<file path="src/rtl/input_debouncer.sv">
// input_debouncer: synchronizes a bouncy asynchronous input and accepts a new level only
// after STABLE_CYCLES consecutive identical samples; emits one-cycle rise/fall strobes.
`default_nettype none

module input_debouncer #(
  parameter int SYNC_STAGES   = 2,
  parameter int STABLE_CYCLES = 4
) (
  input  logic clk,
  input  logic reset,
  input  logic raw_in,
  output logic clean,
  output logic rise,
  output logic fall
);

  localparam int CW = (STABLE_CYCLES > 1) ? $clog2(STABLE_CYCLES) : 1;
  localparam logic [CW-1:0] CNT_MAX = CW'(STABLE_CYCLES - 1);

  typedef enum logic [1:0] {
    LOW       = 2'b00,
    WAIT_HIGH = 2'b01,
    HIGH      = 2'b10,
    WAIT_LOW  = 2'b11
  } state_t;

  logic [SYNC_STAGES-1:0] sync_q;
  logic                   sync_in;
  state_t                 state_q, state_d;
  logic [CW-1:0]          cnt_q, cnt_d;
  logic                   clean_q, clean_d;
  logic                   rise_q, rise_d;
  logic                   fall_q, fall_d;

  always_ff @(posedge clk or posedge reset) begin
    if (reset) begin
      sync_q <= '0;
    end else begin
      sync_q <= {sync_q[SYNC_STAGES-2:0], raw_in};
    end
  end

  assign sync_in = sync_q[SYNC_STAGES-1];

  always_ff @(posedge clk or posedge reset) begin
    if (reset) begin
      state_q <= LOW;
      cnt_q   <= '0;
      clean_q <= 1'b0;
      rise_q  <= 1'b0;
      fall_q  <= 1'b0;
    end else begin
      state_q <= state_d;
      cnt_q   <= cnt_d;
      clean_q <= clean_d;
      rise_q  <= rise_d;
      fall_q  <= fall_d;
    end
  end

  // An opposite sample during a WAIT_* state silently abandons the attempt.
  always_comb begin
    state_d = state_q;
    cnt_d   = '0;
    rise_d  = 1'b0;
    fall_d  = 1'b0;
    case (state_q)
      LOW: begin
        if (sync_in) begin
          state_d = WAIT_HIGH;
          cnt_d   = CW'(1);
        end
      end
      WAIT_HIGH: begin
        if (!sync_in) begin
          state_d = LOW;
        end else if (cnt_q == CNT_MAX) begin
          state_d = HIGH;
          rise_d  = 1'b1;
        end else begin
          cnt_d = cnt_q + CW'(1);
        end
      end
      HIGH: begin
        if (!sync_in) begin
          state_d = WAIT_LOW;
          cnt_d   = CW'(1);
        end
      end
      WAIT_LOW: begin
        if (sync_in) begin
          state_d = HIGH;
        end else if (cnt_q == CNT_MAX) begin
          state_d = LOW;
          fall_d  = 1'b1;
        end else begin
          cnt_d = cnt_q + CW'(1);
        end
      end
      default: begin
        state_d = LOW;
      end
    endcase
  end

  // clean is registered from the next state so it has no path from raw_in.
  assign clean_d = (state_d == HIGH) || (state_d == WAIT_LOW);

  assign clean = clean_q;
  assign rise  = rise_q;
  assign fall  = fall_q;

endmodule

`default_nettype wire

</file>
<file path="config.mk">
export PLATFORM = sky130hd
export DESIGN_NAME = input_debouncer
export DESIGN_NICKNAME = d
export VERILOG_FILES = /design/src/rtl/input_debouncer.sv
export SDC_FILE = /design/constraint.sdc
export NUM_CORES = 1
export LEC_CHECK = 0
export ABC_CLOCK_PERIOD_IN_PS = 1300
export CORE_AREA = 3 3 40 42
export DETAILED_ROUTE_END_ITERATION = 16
export DIE_AREA = 0 0 43 45
export GPL_ROUTABILITY_DRIVEN = 0
export SLEW_MARGIN = 10
export SYNTH_ARGS = -nofsm -noshare
export SYNTH_HDL_FRONTEND = slang
export SYNTH_SLANG_ARGS = --single-unit
</file>
<file path="constraint.sdc">
create_clock -name clk -period 1.3 [get_ports clk]
set_clock_uncertainty 0.1 [all_clocks]
set_input_delay 0.325 -clock clk [delete_from_list [all_inputs] [get_ports clk]]
set_output_delay 0.325 -clock clk [all_outputs]
set_load 0.005 [all_outputs]
</file>
Word-level counts from Yosys, hierarchy flattened

Cells that the tools add are included.

Bits of input ports: 3
Logic and storage cells: 33
Flip-flop bits (word level): 9
RAM bits: 0
Output and inout port bits: 3
Bits in read-only memories: 0
Latch bits: 0
Memories kept: 0

$mul: 0
$add $sub $neg: 1
Muxes and demuxes: 18
Divide/modulo/power cells: 0
Bitwise gates (word level): 0
$lt $le $gt $ge: 0
Shift operators: 0
Equality and inequality tests: 6
Reductions and logical operators: 2

Operators by type and width:

| kind                | number |
|---|---|
| $mux 2              | 9 |
| $pmux 2 s4          | 2 |
| $eq 2x2->1 const B  | 5 |
| $mux 1              | 7 |
| $add 2x1->2 const B | 1 |
| $eq 2x1->1 const B  | 1 |
| $logic_not 2->1     | 1 |
| $logic_or 1x1->1    | 1 |

Depth between registers and ports, before layout

Word-level depth: 6
Mapped depth: 3
Mapped depth without buffers: 3

Worst setup path before layout

No wires, ideal clock.

Path type: register to register
Start point: register cnt_q[0]
End point: register state_q[1]
Setup slack: 0.132 ns
Buffers on the path: 0
Arrival: 0.943 ns
Stages on the path, launching flop included: 4
Library setup time: 0.125 ns
Required time: 1.075 ns
Cell sequence: dfrtp_1 -> ha_1 -> nand2_2 -> mux2_4

Longest elaborated chain between the ends: 4
Elaborated cells on any way between the ends: 6
Those cells by class: 1 x eq/ne; 5 x mux

RTL lines:

| element                   | line   | text |
|---|---|---|
| start: declaration        | 30     | `logic [CW-1:0] cnt_q, cnt_d;` |
| start signal: assignment  | 54     | `cnt_q <= cnt_d;` |
| $eq 2x2->1 (*)            | 77, 93 |  |
| $mux 2 (on tied branches) | 93, 77 |  |
| $mux 2 (on tied branches) | 91, 75 |  |
| $pmux 2 s4 (*)            | 67     | `case (state_q)` |
| end signal: assignment    | 53     | `state_q <= state_d;` |
| end: declaration          | 29     | `state_t state_q, state_d;` |

Every way passes the cells marked *; elsewhere a longest branch is shown, timed or not.

==> impl_metrics.ini <==
[cts]
clkSinkCount = 8
root_buffer = clkbuf_4
cts_hold_buf = 0
clk_pin_slew_ns = 0.05
cts_tree = done
clockBufferDepth = 2
htreeDepth = 1
cts_buffers = 3
worstSkewPairLatency_ns = 0.25

[pwr]
power_leakage_nw = 0.178
p_per_area_nw_per_um2 = 1910
total_power_mw = 0.721
ir_drop_mv = 0.537

[global_route]
grt_pass1_wl_um = 710
grt_max_degree = 9
grt.total_usage_pct = 5.74
grt_pass1_vias = 196
antenna_found_initial = 0
grt-ovfl-total = 0

[yosys]
synth.cell_area_um2 = 279
yosysUniqueCellTypes = 10
ys_warn_count = 0
synth_top_area_share_pct = 71.7
yosys_register_bits = 8
syn_nets = 23
synth.area.top_cells = dfrtp_1, mux2_4, nor3b_1, ha_1, a21oi_1
synth_area_leader_cell = dfrtp_1
syn_inst = 19
yosysSeqAreaShare_pct = 71.7
synth.avg_cell_area_um2 = 14.7

[critical_path]
crit_chain = clkdlybuf4s15_1
worst_ep_arrival_time_ns = 0.83
critPathKind = flop to primary output
crit_slowest_cell = dfrtp_1
crit_buf_inv = 1
worstReg2RegStart = cnt_q[0]$_DFF_PP0_
cp.required_ns = 0.88
cp_max_fo = 2
reg2reg_to = state_q[1]$_DFF_PP0_
critPathMaxStageDelay_ns = 0.37
rr_worst_depth = 3
cp-start-kind = flop
critPathTopFamily = flip-flops
r2r_slack_ns = 0.08
cp-end-kind = primary output

[routing]
antenna_left = 0
wl_per_cell_um = 9.79
num_vias = 162
vias_per_cell = 3.77
routed_wl_um = 421
drt-pass1-iter-count = 1
drcViolationCount = 0
drt-initial-drc-count = 0

[die]
core_region_area_um2 = 1280
row_count = 13
io_pins = 6
dieArea_um2 = 1940
start_util_pct = 21.7
die_y_um = 45
die-width_um = 43

[cells_and_area]
layout.nets = 34
area_growth_pct = 35.4
drive_above_1_share_pct = 21.4
num_antenna_cells = 0

[flow_run]
cap_violations = 0

[sta]
fin_crit_sh_pct = 96.3
fmax_mhz = 799
rsz0062_at_grt = false
hold_violations = 0
max_slew_margin_pct = 80.8
final.setup.tns_ns = 0
setup_viol = 0
max_slew.worst_pin.slew_ns = 0.287
period_needed_ns = 1.25
final_max_slew_viol_count = 0

[placement]
portBuffers = 5

[hold_path]
hold_class = primary input to asynchronous set/reset pin

[run_status]
status = complete, no violations
-- synth_stat cells --
master	n
a21oi_1	2
dfrtp_1	8
ha_1	1
inv_1	1
mux2_4	1
nand2_1	1
nand2_2	1
nor2_1	1
nor3b_1	2
xnor2_1	1
-- cells by family (layout without fill, tap and decap cells) --
kind of cell	after synthesis	in the layout	share of synthesized area, %
fa+ha+maj	1	1	4.48
simple gates	5	5	10.3
mux	1	1	5.38
flops	8	8	71.7
xor+xnor	1	1	3.14
buf+inv	1	10	1.34
compound gates	2	2	3.59
-- layer usage --
layer  share of wire [%]  wire length, µm  vias to the layer above  global-route usage [%]
met5                   0                0                        -                       0
met4                   0                0                        0                    7.23
met3                 9.3               39                        0                    3.59
met2                  47              196                        6                    9.28
met1                  44              186                       75                    4.01
li1                    -                -                       81                       -
-- cell usage in the layout (no fill, tap or decap) --
cell,n
xnor2_1,1
clkdlybuf4s15_1,3
nand2_2,1
clkbuf_4,3
ha_1,1
inv_1,1
nor3b_1,2
buf_4,1
mux2_4,1
nor2_1,1
nand2_1,1
a21oi_1,2
dfrtp_1,8
clkdlybuf4s50_1,2
-- flip-flops by register name, summed over array words and instances (netlist names) --
| register | count |
|---|---|
| cnt_q | 2 |
| sync_q | 2 |
| state_q | 2 |
| fall | 1 |
| rise | 1 |
-- worst max path at each step --
stage                          from              endpoint  slack, ns  cells after the start
4_1_cts              rise$_DFF_PP0_                  rise      0.002                      1
3_3_place_gp   state_q[1]$_DFF_PP0_                 clean       0.06                      1
3_5_place_dp   state_q[1]$_DFF_PP0_                 clean       0.03                      1
2_1_floorplan    cnt_q[0]$_DFF_PP0_  state_q[1]$_DFF_PP0_       0.13                      3
6_report       state_q[1]$_DFF_PP0_                 clean       0.05                      1
5_1_grt        state_q[1]$_DFF_PP0_                 clean       0.01                      1
-- power by group --
group / internal (mW) / switching, mW
Sequential: 0.314 / 0.0415
Clock: 0.105 / 0.0775
Combinational: 0.105 / 0.0782
Total: 0.524 / 0.197
-- final cells by class --
type	instances	area, µm²
fill	130	907
sequential	8	200
multi-input combinational	10	75.1
timing repair buffer	6	57.6
clock buffer	3	22.5
tap	15	18.8
inverter	1	3.75
-- what timing repair did --
action / CTS / global route
gates resized for setup: 4 / 2
setup endpoints to repair: 3 / 2
pin swaps: 0 / 0
setup buffers: 0 / 0
-- through the flow --
stage / instance area [µm²] / worst slack [ns] / std cells / hold slack (ns) / utilization (%)
after floorplan: 279 / 0.132 / 19 / 0.0407 / -
final: 378 / 0.0482 / 43 / 0.215 / 29.4
after detailed placement: 355 / 0.0324 / 40 / 0.248 / 27.7
after CTS: 375 / 0.00242 / 43 / 0.220 / 29.2
after global placement: 355 / 0.0587 / 40 / 0.233 / 27.7
after global routing: 378 / 0.0102 / 43 / 0.257 / 29.4
(Power assumes the default switching activity.)
